===== src/rtl/uart_tx_pkg.sv =====
// uart_tx_pkg: definitions shared by the UART transmitter files.
//   UART_DATA_BITS : data bits per frame
//   tx_state_e     : transmitter FSM states
//   clks_per_bit() : baud divider, the same expression the receiver uses
//   is_pow2()      : FIFO depth legality helper
package uart_tx_pkg;

    localparam int UART_DATA_BITS = 8;

    typedef enum logic [1:0] {
        ST_IDLE  = 2'd0,
        ST_START = 2'd1,
        ST_DATA  = 2'd2,
        ST_STOP  = 2'd3
    } tx_state_e;

    function automatic int clks_per_bit(input int clk_freq_hz, input int baud_rate);
        return clk_freq_hz / baud_rate;
    endfunction

    function automatic bit is_pow2(input int value);
        return (value >= 2) && ((value & (value - 1)) == 0);
    endfunction

endpackage


===== src/rtl/uart_tx_if.sv =====
// uart_tx_if: byte-producer side of the UART transmitter.
//   tx_data/tx_data_valid : byte offered by the producer
//   tx_ready              : transmitter FIFO can take a byte this cycle
//   tx_serial             : UART line (idle high)
//   tx_busy               : frame in flight or bytes still queued
//   tx_fifo_level         : bytes currently queued
// master = producer, slave = uart_tx.
interface uart_tx_if #(
    parameter int FIFO_DEPTH = 16
);
    import uart_tx_pkg::*;

    localparam int LEVEL_W = $clog2(FIFO_DEPTH) + 1;

    logic [UART_DATA_BITS-1:0] tx_data;
    logic                      tx_data_valid;
    logic                      tx_ready;
    logic                      tx_serial;
    logic                      tx_busy;
    logic [LEVEL_W-1:0]        tx_fifo_level;

    modport master (
        output tx_data, tx_data_valid,
        input  tx_ready, tx_serial, tx_busy, tx_fifo_level
    );

    modport slave (
        input  tx_data, tx_data_valid,
        output tx_ready, tx_serial, tx_busy, tx_fifo_level
    );

endinterface


===== src/rtl/uart_tx_fifo.sv =====
// uart_tx_fifo: single-clock synchronous FIFO with first-word fall-through read.
//   clk, rst : clock and synchronous active-high reset (flushes the FIFO)
//   wr_en/din: write request; ignored while full, even if a read happens too
//   rd_en    : pop request; ignored while empty
//   dout     : head entry, valid whenever empty is low
//   full, empty, level : occupancy derived from the registered level
module uart_tx_fifo #(
    parameter int DEPTH = 16,
    parameter int WIDTH = 8
) (
    input  logic                       clk,
    input  logic                       rst,
    input  logic                       wr_en,
    input  logic [WIDTH-1:0]           din,
    input  logic                       rd_en,
    output logic [WIDTH-1:0]           dout,
    output logic                       full,
    output logic                       empty,
    output logic [$clog2(DEPTH):0]     level
);
    localparam int PTR_W   = $clog2(DEPTH);
    localparam int LEVEL_W = PTR_W + 1;
    localparam logic [LEVEL_W-1:0] FULL_LEVEL = LEVEL_W'(DEPTH);

    logic [WIDTH-1:0]   mem_r [DEPTH];
    logic [PTR_W-1:0]   wr_ptr_r;
    logic [PTR_W-1:0]   rd_ptr_r;
    logic [LEVEL_W-1:0] level_r;
    logic               do_wr_s;
    logic               do_rd_s;

    assign full    = (level_r == FULL_LEVEL);
    assign empty   = (level_r == {LEVEL_W{1'b0}});
    assign level   = level_r;
    assign dout    = mem_r[rd_ptr_r];
    assign do_wr_s = wr_en && !full;
    assign do_rd_s = rd_en && !empty;

    // Storage array; contents need no reset because the pointers define validity.
    always_ff @(posedge clk) begin
        if (do_wr_s) begin
            mem_r[wr_ptr_r] <= din;
        end
    end

    // Pointers wrap naturally because DEPTH is a power of two.
    always_ff @(posedge clk) begin
        if (rst) begin
            wr_ptr_r <= {PTR_W{1'b0}};
            rd_ptr_r <= {PTR_W{1'b0}};
            level_r  <= {LEVEL_W{1'b0}};
        end else begin
            if (do_wr_s) begin
                wr_ptr_r <= wr_ptr_r + PTR_W'(1);
            end
            if (do_rd_s) begin
                rd_ptr_r <= rd_ptr_r + PTR_W'(1);
            end
            case ({do_wr_s, do_rd_s})
                2'b10:   level_r <= level_r + LEVEL_W'(1);
                2'b01:   level_r <= level_r - LEVEL_W'(1);
                default: level_r <= level_r;
            endcase
        end
    end

endmodule


===== src/rtl/uart_tx.sv =====
// uart_tx: UART transmitter, 8 data bits, no parity, STOP_BITS stop bits, LSB first.
//   clk : system clock, rising edge
//   rst : synchronous active-high reset; abandons any frame in flight
//   bus : uart_tx_if.slave - byte handshake in, serial line and status out
// Bytes are queued in uart_tx_fifo and sent back-to-back with no idle gap.
// The line is a flop driven from the current FSM state, so it lags the state
// by one cycle: a byte written into an empty FIFO appears as a falling edge
// two clocks after it was accepted.
module uart_tx
    import uart_tx_pkg::*;
#(
    parameter int CLK_FREQ_HZ = 50000000,
    parameter int BAUD_RATE   = 9600,
    parameter int STOP_BITS   = 1,
    parameter int FIFO_DEPTH  = 16
) (
    input  logic     clk,
    input  logic     rst,
    uart_tx_if.slave bus
);
    localparam int CLKS_PER_BIT = clks_per_bit(CLK_FREQ_HZ, BAUD_RATE);
    localparam int STOP_CLKS    = STOP_BITS * CLKS_PER_BIT;
    localparam int CNT_W        = $clog2(STOP_CLKS);
    localparam int LEVEL_W      = $clog2(FIFO_DEPTH) + 1;
    localparam logic [CNT_W-1:0] BIT_LAST  = CNT_W'(CLKS_PER_BIT - 1);
    localparam logic [CNT_W-1:0] STOP_LAST = CNT_W'(STOP_CLKS - 1);
    localparam logic [2:0]       LAST_IDX  = 3'(UART_DATA_BITS - 1);

    if ((CLKS_PER_BIT < 2) || !((STOP_BITS == 1) || (STOP_BITS == 2)) || !is_pow2(FIFO_DEPTH)) begin : g_param_check
        $error("uart_tx: need CLKS_PER_BIT >= 2, STOP_BITS in {1,2}, FIFO_DEPTH a power of two >= 2");
    end

    tx_state_e                 state_r;
    tx_state_e                 state_s;
    logic [CNT_W-1:0]          cnt_r;
    logic [CNT_W-1:0]          cnt_s;
    logic [2:0]                bit_idx_r;
    logic [2:0]                bit_idx_s;
    logic [UART_DATA_BITS-1:0] shift_r;
    logic [UART_DATA_BITS-1:0] shift_s;
    logic                      pop_s;
    logic                      line_s;
    logic                      tx_serial_r;
    logic                      tx_busy_r;
    logic [UART_DATA_BITS-1:0] fifo_dout_s;
    logic                      fifo_full_s;
    logic                      fifo_empty_s;
    logic [LEVEL_W-1:0]        fifo_level_s;

    uart_tx_fifo #(
        .DEPTH (FIFO_DEPTH),
        .WIDTH (UART_DATA_BITS)
    ) u_fifo (
        .clk   (clk),
        .rst   (rst),
        .wr_en (bus.tx_data_valid),
        .din   (bus.tx_data),
        .rd_en (pop_s),
        .dout  (fifo_dout_s),
        .full  (fifo_full_s),
        .empty (fifo_empty_s),
        .level (fifo_level_s)
    );

    assign bus.tx_ready      = !fifo_full_s;
    assign bus.tx_fifo_level = fifo_level_s;
    assign bus.tx_serial     = tx_serial_r;
    assign bus.tx_busy       = tx_busy_r;

    // Next-state logic: frame sequencing, baud counting and FIFO pops.
    always_comb begin
        state_s   = state_r;
        cnt_s     = cnt_r;
        bit_idx_s = bit_idx_r;
        shift_s   = shift_r;
        pop_s     = 1'b0;
        case (state_r)
            ST_IDLE: begin
                cnt_s     = {CNT_W{1'b0}};
                bit_idx_s = 3'd0;
                if (!fifo_empty_s) begin
                    pop_s   = 1'b1;
                    shift_s = fifo_dout_s;
                    state_s = ST_START;
                end else begin
                    state_s = ST_IDLE;
                end
            end
            ST_START: begin
                if (cnt_r == BIT_LAST) begin
                    cnt_s     = {CNT_W{1'b0}};
                    bit_idx_s = 3'd0;
                    state_s   = ST_DATA;
                end else begin
                    cnt_s = cnt_r + CNT_W'(1);
                end
            end
            ST_DATA: begin
                if (cnt_r == BIT_LAST) begin
                    cnt_s   = {CNT_W{1'b0}};
                    shift_s = {1'b0, shift_r[UART_DATA_BITS-1:1]};
                    if (bit_idx_r == LAST_IDX) begin
                        state_s = ST_STOP;
                    end else begin
                        bit_idx_s = bit_idx_r + 3'd1;
                    end
                end else begin
                    cnt_s = cnt_r + CNT_W'(1);
                end
            end
            ST_STOP: begin
                if (cnt_r == STOP_LAST) begin
                    cnt_s = {CNT_W{1'b0}};
                    // Chain straight into the next start bit when more data waits.
                    if (!fifo_empty_s) begin
                        pop_s   = 1'b1;
                        shift_s = fifo_dout_s;
                        state_s = ST_START;
                    end else begin
                        state_s = ST_IDLE;
                    end
                end else begin
                    cnt_s = cnt_r + CNT_W'(1);
                end
            end
            default: begin
                state_s = ST_IDLE;
                cnt_s   = {CNT_W{1'b0}};
            end
        endcase
    end

    // Line level implied by the current state.
    always_comb begin
        line_s = 1'b1;
        case (state_r)
            ST_START: line_s = 1'b0;
            ST_DATA:  line_s = shift_r[0];
            default:  line_s = 1'b1;
        endcase
    end

    // State, datapath and registered outputs.
    always_ff @(posedge clk) begin
        if (rst) begin
            state_r     <= ST_IDLE;
            cnt_r       <= {CNT_W{1'b0}};
            bit_idx_r   <= 3'd0;
            shift_r     <= {UART_DATA_BITS{1'b0}};
            tx_serial_r <= 1'b1;
            tx_busy_r   <= 1'b0;
        end else begin
            state_r     <= state_s;
            cnt_r       <= cnt_s;
            bit_idx_r   <= bit_idx_s;
            shift_r     <= shift_s;
            tx_serial_r <= line_s;
            tx_busy_r   <= (state_r != ST_IDLE) || (fifo_level_s != {LEVEL_W{1'b0}});
        end
    end

endmodule


===== src/flat_wrapper.sv =====
// flat-port wrapper written by rule: the top's interface ports become plain ports
module uart_tx_flat import uart_tx_pkg::*;
#(
    parameter int CLK_FREQ_HZ = 50000000,
    parameter int BAUD_RATE   = 9600,
    parameter int STOP_BITS   = 1,
    parameter int FIFO_DEPTH  = 16
)
  (clk, rst, bus_tx_data, bus_tx_data_valid, bus_tx_ready, bus_tx_serial, bus_tx_busy, bus_tx_fifo_level);
  uart_tx_if #(.FIFO_DEPTH(FIFO_DEPTH)) bus_i ();
  input  logic clk;
  input  logic rst;
  input wire logic [$bits(bus_i.tx_data)-1:0] bus_tx_data;
  input wire logic [$bits(bus_i.tx_data_valid)-1:0] bus_tx_data_valid;
  output wire logic [$bits(bus_i.tx_ready)-1:0] bus_tx_ready;
  output wire logic [$bits(bus_i.tx_serial)-1:0] bus_tx_serial;
  output wire logic [$bits(bus_i.tx_busy)-1:0] bus_tx_busy;
  output wire logic [$bits(bus_i.tx_fifo_level)-1:0] bus_tx_fifo_level;
  assign bus_i.tx_data = bus_tx_data;
  assign bus_i.tx_data_valid = bus_tx_data_valid;
  assign bus_tx_ready = bus_i.tx_ready;
  assign bus_tx_serial = bus_i.tx_serial;
  assign bus_tx_busy = bus_i.tx_busy;
  assign bus_tx_fifo_level = bus_i.tx_fifo_level;
  uart_tx #(.CLK_FREQ_HZ(CLK_FREQ_HZ), .BAUD_RATE(BAUD_RATE), .STOP_BITS(STOP_BITS), .FIFO_DEPTH(FIFO_DEPTH)) u_core (.clk(clk), .rst(rst), .bus(bus_i));
endmodule

===== config.mk =====
export PLATFORM = sky130hd
export DESIGN_NAME = uart_tx_flat
export DESIGN_NICKNAME = d
export VERILOG_FILES = /design/src/rtl/uart_tx_pkg.sv /design/src/rtl/uart_tx_if.sv /design/src/rtl/uart_tx_fifo.sv /design/src/rtl/uart_tx.sv /design/src/flat_wrapper.sv
export SDC_FILE = /design/constraint.sdc
export NUM_CORES = 1
export LEC_CHECK = 0
export CAP_MARGIN = 20
export CORE_ASPECT_RATIO = 0.6
export CORE_MARGIN = 2
export CORE_UTILIZATION = 55
export CTS_CLUSTER_SIZE = 20
export DETAILED_ROUTE_END_ITERATION = 8
export PLACE_DENSITY = 0.75
export SLEW_MARGIN = 20
export SYNTH_ARGS = -nofsm -noshare
export SYNTH_HDL_FRONTEND = slang
export SYNTH_SLANG_ARGS = --single-unit

===== constraint.sdc =====
create_clock -name clk -period 3.15 [get_ports clk]
set_input_delay 0.315 -clock clk [delete_from_list [all_inputs] [get_ports clk]]
set_output_delay 0.315 -clock clk [all_outputs]
set_load 0.1 [all_outputs]

== Word-level counts from Yosys, hierarchy flattened ==
Memories as Yosys holds them, arrays and structs flattened. A register that Yosys moved wholly into a read port is not among the register bits.
Index checks and enable logic that the tools add are counted.
W data, S select, Z words.
Word-level totals
  bits in registers: 41
  latch bits: 0
  memory bits (writable): 128
  ROM bits: 0
  bits of input ports: 11
  output and inout bits: 8
  word-level logic and storage cells: 70
  memories: 1
Operators by class
  add/subtract/negate cells: 6
  $mul: 0
  div/mod/pow operators: 0
  magnitude comparators: 0
  equal/unequal tests: 13
  shifts and indexed selects: 0
  muxes and demuxes: 25
  bitwise operators: 0
  reduce and logical (&&, ||, !) cells: 16
Memories
  u_core.u_fifo.mem_r: words 16, width 8, read ports 1, clocked after Yosys merged registers in 1, write ports 1, line uart_tx_fifo.sv:25  | logic [WIDTH-1:0] mem_r [DEPTH];
Operator list (count)
  $pmux W13 S2: 1
  $mux W8: 3
  $pmux W8 S3: 1
  $add A13 B1 Y13 const B: 1
  $eq A13 B13 Y1 const B: 1
  $mux W13: 1
  $pmux W5 S2: 1
  $mux W3: 3
  $pmux W3 S3: 1
  $add A4 B1 Y4 const B: 2
  $mux W2: 4
  $mux W4: 2
  $ne A2 B1 Y1 const B: 4
  $pmux W2 S4: 1
  $reduce_and A4 Y1: 2
  $eq A2 B2 Y1 const B: 3
  $reduce_bool A3 Y1: 2
  $add A5 B1 Y5 const B: 1
  $eq A5 B5 Y1 const B: 1
  $logic_not A5 Y1: 1
  $mux W1: 5
  $reduce_bool A5 Y1: 1
  $sub A5 B1 Y5 const B: 1
  $eq A2 B1 Y1 const B: 2
  other kinds (11): 15

== Longest topological paths before layout ==
Gate-level depths: netlist of run 1.
  depth in word-level cells: 7
  gate-level depth with buffers: 14
  gate-level depth less buffers: 13

== Hierarchy ==
A second synthesis of run 1 with hierarchy kept.
Unflattened totals
  cell total of the unflattened synthesis: 492
  area, all modules: 7333.3 µm²
Modules (own cells, without submodules)
  uart_tx_fifo: instances 1, cells an instance 324, area an instance 5836.8 µm²
  uart_tx: instances 1, cells an instance 168, area an instance 1496.4 µm²

== Worst setup path before layout of run 1 ==
No wires, ideal clock.
  path kind: register to register
  from: register u_core.u_fifo.level_r[1], in the netlist u_core.u_fifo.level[1]
  to: register u_core.u_fifo.level_r[4], in the netlist u_core.u_fifo.level[4]
  setup time: 122 ps
  data arrival time: 3550 ps
  setup slack: -523 ps
  stages on the path, launching flop included: 14
  buffers on the path: 2
  clock period less this slack: 3673 ps
  path through: dfxtp_1 > buf_2 > nor4_2 > and2b_1 > a21oi_4 > ha_1 > clkbuf_1 > xor2_1 > ha_1 > o21a_1 > o21ai_0 > a21oi_1 > o211a_1 > a311o_1
On the way
  longest elaborated chain between the ends: 7
  elaborated cells between the ends (all ways): 15
Ends and longest elaborated chain
  start, declared: line uart_tx_fifo.sv:28  | logic [LEVEL_W-1:0] level_r;
  start signal, assigned: line uart_tx_fifo.sv:51  | level_r <= {LEVEL_W{1'b0}};
  start signal, assigned: line uart_tx_fifo.sv:60  | 2'b10: level_r <= level_r + LEVEL_W'(1);
  start signal, assigned: line uart_tx_fifo.sv:61  | 2'b01: level_r <= level_r - LEVEL_W'(1);
  $logic_not A5 Y1 *: line uart_tx_fifo.sv:33  | assign empty = (level_r == {LEVEL_W{1'b0}});
  $mux W1: line uart_tx.sv:81, uart_tx.sv:115
  $mux W1: line uart_tx.sv:112  | if (cnt_r == STOP_LAST) begin
  $pmux W1 S2: line uart_tx.sv:77  | case (state_r)
  $logic_and A1 B1 Y1 *: line uart_tx_fifo.sv:37  | assign do_rd_s = rd_en && !empty;
  net u_core.u_fifo.do_rd_s: line uart_tx_fifo.sv:30  | logic do_rd_s;
  $eq A2 B1 Y1 or $eq A2 B2 Y1 (tied branches): line uart_tx_fifo.sv:59  | case ({do_wr_s, do_rd_s})
  $pmux W5 S2 or $reduce_bool A2 Y1 (tied branches)
The timed path passes the listed nets; every way through them passes the cells marked *.
A chain may end at the register's enable or synchronous reset.

== Worst setup path in the final report of run 1 ==
  from: register u_core.cnt_r[0]
  to: register u_core.u_fifo.level_r[4], in the netlist u_core.u_fifo.level[4]
On the way
  longest elaborated chain between the ends: 6
  elaborated cells between the ends (all ways): 8
Ends and longest elaborated chain
  start, declared: line uart_tx.sv:35  | logic [CNT_W-1:0] cnt_r;
  start signal, assigned: line uart_tx.sv:147  | cnt_r <= {CNT_W{1'b0}};
  start signal, assigned: line uart_tx.sv:154  | cnt_r <= cnt_s;
  $eq A13 B13 Y1 *: line uart_tx.sv:112
  $mux W1 *: line uart_tx.sv:112
  $pmux W1 S2 *: line uart_tx.sv:77
  $logic_and A1 B1 Y1 *: line uart_tx_fifo.sv:37
  net u_core.u_fifo.do_rd_s: line uart_tx_fifo.sv:30
  $eq A2 B1 Y1 or $eq A2 B2 Y1 (tied branches): line uart_tx_fifo.sv:59
  $pmux W5 S2 or $reduce_bool A2 Y1 (tied branches)
  end signal, assigned: line uart_tx_fifo.sv:60
  end signal, assigned: line uart_tx_fifo.sv:61
  end signal, assigned: line uart_tx_fifo.sv:62  | default: level_r <= level_r;
Marked as above.

==> results of run 1 <==
[worst max-delay path, stage by stage, from the launching register on]
cell and delay [ns]:
dfxtp_1 0.38, ha_1 0.25, and4b_1 0.37, nand4_2 0.16, a21oi_4 0.19, ha_1 0.19
xor2_1 0.07, ha_1 0.21, o21a_1 0.17, o21ai_0 0.21, a21oi_1 0.10, o211a_1 0.23
a311o_1 0.30
[layer usage]
layer | track usage [%] | vias to the layer above | part of all wire [%]
li1 | - | 1930 | -
met1 | 34.7 | 2142 | 48
met2 | 32.1 | 161 | 44
met3 | 5.43 | 24 | 6.9
met4 | 6.70 | 0 | 1.3
met5 | 0 | - | 0
[cells in the mapped netlist, drive strengths merged, types with 8 or more instances]
cell / n / area share [%]
dfxtp: 45 / 12
ha: 18 / 3.1
and3: 10 / 0.92
xor2: 10 / 1.2
clkbuf: 14 / 0.73
inv: 9 / 0.47
a22oi: 14 / 1.5
o21ai: 11 / 0.76
xnor2: 8 / 0.97
nand2: 21 / 1.1
edfxtp: 128 / 53
mux2i: 8 / 1.1
nor2: 49 / 2.5
buf: 10 / 0.64
mux4: 32 / 10
a21oi: 30 / 2.2
[area by class of cell]
class / count / area [µm²] / area share, %
sequential: 173 / 4760 / 57.4
inverter: 9 / 33.8 / 0.408
multi-input combinational: 275 / 2350 / 28.4
clock buffer: 20 / 447 / 5.39
tap: 170 / 213 / 2.57
timing repair buffer: 42 / 370 / 4.47
clock inverter: 12 / 108 / 1.30
[cell families (layout without fill, tap and decap cells)]
kind of cell | count (synthesis) | in the layout | synth area share, %
flops | 173 | 173 | 65.6
fa+ha+maj | 18 | 18 | 3.12
xor+xnor | 18 | 18 | 2.18
compound gates | 75 | 75 | 6.80
mux | 42 | 42 | 11.4
simple gates | 122 | 122 | 9.05
buf+inv | 33 | 83 | 1.83
[layout by cell type (no fill, tap or decap), types with 3 or more instances in the layout]
master / synthesis / routed
and3_1: 7 / 7
nand3_1: 5 / 5
nand3b_1: 3 / 3
a31oi_1: 5 / 5
nor3_1: 7 / 7
nor2b_1: 4 / 4
nor2_1: 49 / 49
inv_1: 9 / 9
xor2_1: 10 / 10
inv_4: 0 / 4
edfxtp_1: 128 / 128
o21ai_0: 11 / 11
inv_6: 0 / 3
a22oi_1: 14 / 14
nand2_1: 21 / 21
dfxtp_1: 45 / 38
ha_1: 18 / 17
dfxtp_2: 0 / 6
nand2b_1: 4 / 4
mux2i_1: 8 / 8
and3_2: 3 / 3
xnor2_1: 8 / 8
o221ai_1: 3 / 3
buf_4: 0 / 24
a21oi_1: 29 / 29
mux4_2: 32 / 32
clkbuf_16: 0 / 17
clkdlybuf4s50_1: 0 / 17
[path summary, 6_finish.rpt]
| kind | startpoint | end | slack (ns) | depth (start not counted) |
|---|---|---|---|---|
| max | u_core.cnt_r[0] | u_core.u_fifo.level[4] | 0.21 | 12 |
| min | u_core.cnt_r[0] | u_core.cnt_r[0] | 0.48 | 1 |
| max reg2reg | u_core.cnt_r[0] | u_core.u_fifo.level[4] | 0.21 | 12 |
| min reg2reg | u_core.cnt_r[0] | u_core.cnt_r[0] | 0.48 | 1 |
[repair_timing]
action / in CTS / in global routing
gates resized for setup: 0 / 2
setup endpoints to repair: 0 / 1
hold buffers: 0 / 0
[stage by stage]
stage | power [mW] | setup WS [ns]
3_3_place_gp | 4.66 | 0.234
6_report | 6.71 | 0.210
5_1_grt | 7.02 | 0.0206
4_1_cts | 6.71 | 0.0934
3_5_place_dp | 4.73 | 0.0981
2_1_floorplan | 4.25 | 0.0196
[where the power goes]
group	switching [mW]	total (mW)	internal, mW
Combinational	1.20	1.96	0.767
Clock	0.875	1.99	1.12
Sequential	0.134	2.75	2.62
[flip-flops by register name, summed over array words and instances, names as in the netlist, named ones only]
| name | count |
|---|---|
| u_core.bit_idx_r | 3 |
| u_core.bus.tx_busy | 1 |
| u_core.bus.tx_serial | 1 |
| u_core.cnt_r | 13 |
| u_core.shift_r | 8 |
| u_core.state_r | 2 |
| u_core.u_fifo.level | 5 |
| u_core.u_fifo.mem_r | 128 |
| u_core.u_fifo.rd_ptr_r | 4 |
| u_core.u_fifo.wr_ptr_r | 4 |
==> qor.yml, run 1 <==
ys_types: 55
p_per_area_nw_per_um2: 810
fmaxAchievable_ghz: 0.340
netlist_instances: 481
start_util_pct: 56.3
io-pin-count: 19
tightestPinTransition_ns: 0.980
die_h_um: 92.8
synth_area_um2: 7230
rows: 32
finalHoldViolations: 0
route.vias.total: 4257
fin_worst_skew_ns: 0.00930
synth_edf_count: 128
drtPass1Iterations: 5
status: "complete, no violations"
grt_usage_pct: 22.6
vias_per_cell: 6.07
ys_seq_area_share_pct: 65.6
setup_viol_count_final: 0
rsz0062_at_grt: "no"
place_congestion: 0.840
utilization_pct: 64.4
ctsLongestPathBuffers: 2
relSlewSlack_pct: 34.4
antenna_found_initial: 0
period_share_pct: 93.3
maxCapViolations: 0
syn_to_final_growth_pct: 14.6
fin_nets: 547
cts_tree: "done"
wl_per_cell_um: 21.3
ys_ff_latch: 173
first_global_vias: 4226
min_period_ns: 2.94
clk-insertion-delay-late_ns: 0.43
grt_pass1_wl_um: 23500
clk_pin_slew_worst_paths_ns: 0.06
drive_above_1_share_pct: 20.3
cts_buffers: 17
cts_root_buffer: "clkbuf_16"
dieWidth_um: 152
crit_fanout: 6
drtIter0Drc: 405
core_area_um2: 12900
htree_num_levels: 4
diodes: 0
clock_sinks: 173
p_leak_nw: 2.85
die-area_um2: 14100
synthFlopType: "edfxtp_1"
vdd.ir_drop.worst_v: 0.000439
slew_viol_final: 0
syn-num-nets: 510
hpwl_um: 9510
grt_max_degree: 33
instances_no_fill: 701
worstSetupEndpointType: "register"
drc: 0
grt_overflow: 0
dp.cells: 669
crit_path_start_kind: "register"
arrival_ns: 3.25
place.port_buffers: 18
yosys_warnings: 0
async_reset_ff_share_pct: 0
placed_area_um2: 7720
hold_class: "register to register"
post_cts_buffers: 0
worst-setup-path-type: "register to register"
final.setup.tns_ns: 0
worstPathRequired_ns: 3.46
fin_area_um2: 8280
ant_nets: 0
syn_avg_cell_area_um2: 15.0
hold-worst-slack_ns: 0.477
fill_cells: 903
wirelength_um: 14900
Note: power is estimated with default switching activity, not from simulation.
==> inputs of run 2 (changes only) <==
--- a/config.mk
+++ b/config.mk
@@ -8,10 +8,11 @@
 export CAP_MARGIN = 20
 export CORE_ASPECT_RATIO = 0.6
 export CORE_MARGIN = 2
-export CORE_UTILIZATION = 55
+export CORE_UTILIZATION = 57
 export CTS_CLUSTER_SIZE = 20
 export DETAILED_ROUTE_END_ITERATION = 8
-export PLACE_DENSITY = 0.75
+export GPL_TIMING_DRIVEN = 0
+export PLACE_DENSITY = 0.74
 export SLEW_MARGIN = 20
 export SYNTH_ARGS = -nofsm -noshare
 export SYNTH_HDL_FRONTEND = slang
==> constraint.sdc (replaced) <==
create_clock -name clk -period 3.4 [get_ports clk]
set_input_delay 0.34 -clock clk [delete_from_list [all_inputs] [get_ports clk]]
set_output_delay 0.34 -clock clk [all_outputs]
set_load 0.1 [all_outputs]
==> qor.yml, run 2 (synthesized netlist as in run 1, its figures left out) <==
crit_path_start_kind: "register"
finalHoldViolations: 0
largest_register_ffs: 128
hpwl_um: 10300
io-pin-count: 19
relSlewSlack_pct: 33.0
pwr-share-seq_pct: 40.0
wl_per_cell_um: 21.9
dieWidth_um: 149
route.vias.total: 4247
ctsHoldBuffers: 0
place_congestion: 0.834
die-area_um2: 13600
first_global_vias: 4205
drtIter0Drc: 385
crit_chain: "inv_1 > ha_2 > nor2b_1 > nand4_2 > a21oi_4 > ha_1 > clkbuf_4 > xor2_1 > ha_1 > o21a_1 > o21ai_1 > and3_1 > o211a_1 > a311o_1"
clock_sinks: 173
diodes: 0
p_leak_nw: 2.80
regArea_um2: 4750
p_int_mw: 4.22
setup.worst_path.start: "u_core.state_r[1]"
grt_max_degree: 17
grt_usage_pct: 24.2
arrival_ns: 3.47
fill_cells: 852
ant_nets: 0
clk-insertion-delay-late_ns: 0.42
final_cell_mix: "128 x edfxtp_1, 49 x nor2_1, 39 x dfxtp_1, 32 x mux4_2, 29 x a21oi_1"
slew_viol_final: 0
cp_common_cell: "ha_1"
power_frac_clock_pct: 30.1
tightestPinTransition_ns: 1.00
crit_end: "u_core.u_fifo.level[4]"
crit_path_top_delay_cell: "dfxtp_1"
hold_class: "register to register"
core_area_um2: 12200
p_per_area_nw_per_um2: 765
cts_root_buffer: "clkbuf_16"
drtPass1Iterations: 8
setup_viol_count_final: 0
syn_to_final_growth_pct: 14.1
fin_worst_skew_ns: 0.0140
r2r_start: "u_core.state_r[1]"
wirelength_um: 15300
fin_nets: 548
setup_ws_ns: 0.240
largestRegisters: "u_core.u_fifo.mem_r (128), u_core.cnt_r (13), u_core.shift_r (8)"
worstPathRequired_ns: 3.71
top_register: "u_core.u_fifo.mem_r"
cpLargestDelayFamily: "compound AO/OA/AOI/OAI gates"
fmaxAchievable_ghz: 0.316
drc: 0
die_h_um: 91.2
place.port_buffers: 18
drive_above_1_share_pct: 17.9
clk_pin_slew_worst_paths_ns: 0.07
path_buf_inv: 2
period_share_pct: 92.9
rows: 31
place_ws_ns: -0.330
cts_tree: "done"
htree_num_levels: 4
worstSetupEndpointType: "register"
rr_worst_depth: 14
swShare_pct: 33.1
p_sw_mw: 2.09
min_period_ns: 3.16
grt_pass1_wl_um: 23800
combPwrFrac_pct: 29.9
maxCapViolations: 0
critPathMaxStageDelay_ns: 0.40
cp.depth: 14
rsz0062_at_grt: "no"
vdd.ir_drop.worst_v: 0.000390
final.setup.tns_ns: 0
reg2reg_to: "u_core.u_fifo.level[4]"
status: "complete, no violations"
grt_overflow: 0
cts_buffers: 17
start_util_pct: 59.2
worst-setup-path-type: "register to register"
mostFrequentLayoutCell: "edfxtp_1"
ctsLongestPathBuffers: 2
multi_input_area_um2: 2390
vias_per_cell: 6.09
crit_fanout: 10
ff2ff_setup_slack_ns: 0.24
antenna_found_initial: 0
## run 2: cell types whose count changed in the layout (fill, tap and decap cells not counted), moves of 3 or more
cell,delta
buf_4,-23
clkbuf_1,+12
buf_2,+7
inv_4,-4
nor3_1,-4
nor3_2,+4
buf_1,+3
clkinvlp_4,+3
## run 2: layout make-up
cell class / instances / area share (%)
multi-input cells: 275 / 29.0
well taps: 165 / 2.50
plain buffers: 24 / 1.24
flip-flops and latches: 173 / 57.6
inverters: 9 / 0.410
clock inverters: 14 / 1.74
repair buffers: 19 / 2.28
clock buffers: 18 / 5.20
## run 2: worst min path at each step
stage	startpoint	endpoint	slack, ns	depth (start not counted)
floorplan	u_core.cnt_r[0]	u_core.cnt_r[0]	0.42	1
global placement	u_core.cnt_r[0]	u_core.cnt_r[0]	0.43	1
detailed placement	u_core.cnt_r[0]	u_core.cnt_r[0]	0.46	1
CTS	u_core.cnt_r[0]	u_core.cnt_r[0]	0.47	1
global route	u_core.shift_r[7]	u_core.shift_r[7]	0.51	2
finish	u_core.cnt_r[0]	u_core.cnt_r[0]	0.47	1
## run 2: power by group through the flow
| stage | clock network (mW) | logic, mW | registers (mW) |
|---|---|---|---|
| 2_1_floorplan | 0 | 1.17 | 2.76 |
| 3_3_place_gp | 0 | 1.76 | 2.55 |
| 3_5_place_dp | 0 | 1.81 | 2.56 |
| 4_1_cts | 1.90 | 1.85 | 2.52 |
| 5_1_grt | 2.00 | 2.05 | 2.54 |
| 6_report | 1.90 | 1.88 | 2.52 |
## run 2: timing repair
item / CTS / global route
endpoints found under the setup margin: 1 / 1
resized for setup: 1 / 7
pin swaps: 1 / 0
hold endpoints to repair: 0 / 0
buffers inserted: 1 / 0
## run 2: stage by stage
step	hold WS [ns]	util, %	cell area, µm²	power, mW	instances
2_1_floorplan	0.422	-	7240	3.93	481
6_report	0.467	67.5	8250	6.31	697
3_3_place_gp	0.433	62.4	7620	4.32	664
5_1_grt	0.514	67.5	8250	6.60	697
3_5_place_dp	0.458	62.5	7640	4.37	664
4_1_cts	0.472	67.3	8220	6.27	697
## run 2: per-layer routing
layer	routed length, µm	GRT usage [%]	vias to the layer above
met5	0	0	-
met4	85	6.19	0
met3	1570	8.24	9
met2	6770	33.5	187
met1	6860	36.8	2127
li1	-	-	1924
==> inputs of run 3 (changes only) <==
--- a/config.mk
+++ b/config.mk
@@ -13,7 +13,7 @@
 export DETAILED_ROUTE_END_ITERATION = 8
 export GPL_TIMING_DRIVEN = 0
 export PLACE_DENSITY = 0.74
-export SLEW_MARGIN = 20
+export SLEW_MARGIN = 30
 export SYNTH_ARGS = -nofsm -noshare
 export SYNTH_HDL_FRONTEND = slang
 export SYNTH_SLANG_ARGS = --single-unit
==> qor.yml, run 3 (synthesized netlist as in run 1, its figures left out) <==
r2r_start: "u_core.state_r[1]"
worstHoldPathCells: 1
largestRegisters: "u_core.u_fifo.mem_r (128), u_core.cnt_r (13), u_core.shift_r (8)"
die_h_um: 91.2
rsz0062_at_grt: "no"
largest_register_ffs: 128
status: "complete, no violations"
fin_worst_skew_ns: 0.0144
rr_worst_depth: 14
hpwl_um: 10300
place.port_buffers: 18
worstSetupEndpointType: "register"
ant_nets: 0
drc: 0
dieWidth_um: 149
slew_viol_final: 0
cts_root_buffer: "clkbuf_16"
p_per_area_nw_per_um2: 765
io-pin-count: 19
core_area_um2: 12200
ff2ff_setup_slack_ns: 0.23
vdd.ir_drop.worst_v: 0.000389
fmaxAchievable_ghz: 0.315
place_congestion: 0.834
critPathMaxStageDelay_ns: 0.40
final_cell_mix: "128 x edfxtp_1, 48 x nor2_1, 39 x dfxtp_1, 32 x mux4_2, 29 x a21oi_1"
drtIter0Drc: 365
tightestPinTransition_ns: 1.01
die-area_um2: 13600
place_ws_ns: -0.330
wl_per_cell_um: 22.0
wirelength_um: 15300
worst-setup-path-type: "register to register"
cp_common_cell: "ha_1"
cp.depth: 14
path_buf_inv: 2
htree_num_levels: 4
hold_class: "register to register"
worstPathRequired_ns: 3.71
clk-insertion-delay-late_ns: 0.42
cts_tree: "done"
final.setup.tns_ns: 0
worstHoldStart: "u_core.cnt_r[0]"
diodes: 0
total_power_mw: 6.31
grt_overflow: 0
grt_pass1_wl_um: 23800
crit_path_start_kind: "register"
crit_path_top_delay_cell: "dfxtp_1"
relSlewSlack_pct: 32.6
route.vias.total: 4274
min_period_ns: 3.17
finalHoldViolations: 0
setup_ws_ns: 0.228
vias_per_cell: 6.13
grt_max_degree: 17
top_register: "u_core.u_fifo.mem_r"
clock_sinks: 173
ctsLongestPathBuffers: 2
maxCapViolations: 0
crit_fanout: 10
mostFrequentLayoutCell: "edfxtp_1"
reg2reg_to: "u_core.u_fifo.level[4]"
ctsHoldBuffers: 0
syn_to_final_growth_pct: 14.1
start_util_pct: 59.2
p_leak_nw: 2.80
first_global_vias: 4205
cts_buffers: 17
period_share_pct: 93.3
drtPass1Iterations: 5
setup_viol_count_final: 0
antenna_found_initial: 0
arrival_ns: 3.49
grt_usage_pct: 24.2
min_to: "u_core.cnt_r[0]"
rows: 31
crit_chain: "inv_1 > ha_2 > nor2b_1 > nand4_2 > a21oi_4 > ha_1 > clkbuf_4 > xor2_1 > ha_1 > o21a_1 > o21ai_1 > and3_1 > o211a_1 > a311o_1"
clk_pin_slew_worst_paths_ns: 0.07
drive_above_1_share_pct: 18.0
cpLargestDelayFamily: "compound AO/OA/AOI/OAI gates"
fin_nets: 548
[run 3: how the worst max path moves through the flow]
stage / startpoint / endpoint / slack (ns)
6_report: u_core.state_r[1] / u_core.u_fifo.level[4] / 0.23
5_1_grt: u_core.state_r[1] / u_core.u_fifo.level[4] / 0.03
4_1_cts: u_core.state_r[0] / u_core.u_fifo.level[4] / 0.06
3_5_place_dp: u_core.state_r[0] / u_core.u_fifo.level[4] / -0.33
3_3_place_gp: u_core.state_r[0] / u_core.u_fifo.level[4] / -0.23
2_1_floorplan: u_core.u_fifo.level[1] / u_core.u_fifo.level[4] / 0.09
[run 3: layout make-up]
class,count,area (µm²)
buffer,24,103
inverter,9,33.8
fill,852,3970
tap,165,206
timing repair buffer,19,188
sequential,173,4750
clock buffer,18,429
multi-input combinational,275,2390
clock inverter,14,144
[run 3: metrics by stage]
| stage | util (%) | std cells | area (µm²) | hold slack [ns] |
|---|---|---|---|---|
| floorplan | - | 481 | 7240 | 0.422 |
| global placement | 62.4 | 664 | 7620 | 0.433 |
| detailed placement | 62.5 | 664 | 7640 | 0.458 |
| CTS | 67.3 | 697 | 8220 | 0.472 |
| global route | 67.5 | 697 | 8250 | 0.514 |
| finish | 67.5 | 697 | 8250 | 0.467 |
[run 3: per-layer routing]
layer	track usage [%]	vias to the layer above	wire length [µm]
li1	-	1922	-
met1	36.8	2151	6860
met2	33.5	192	6820
met3	8.24	9	1580
met4	6.19	0	87
met5	0	-	0
[run 3: report_power, final]
part	switching, mW	total [mW]	internal, mW
sequential	0.104	2.53	2.42
combinational	1.18	1.89	0.712
clock	0.811	1.89	1.08
total	2.10	6.31	4.22
[run 3: what timing repair did]
action,CTS,global route
setup buffers,1,0
setup endpoints to repair,1,1
endpoints found under the hold margin,0,0
pin swaps,1,0
resized for setup,1,7
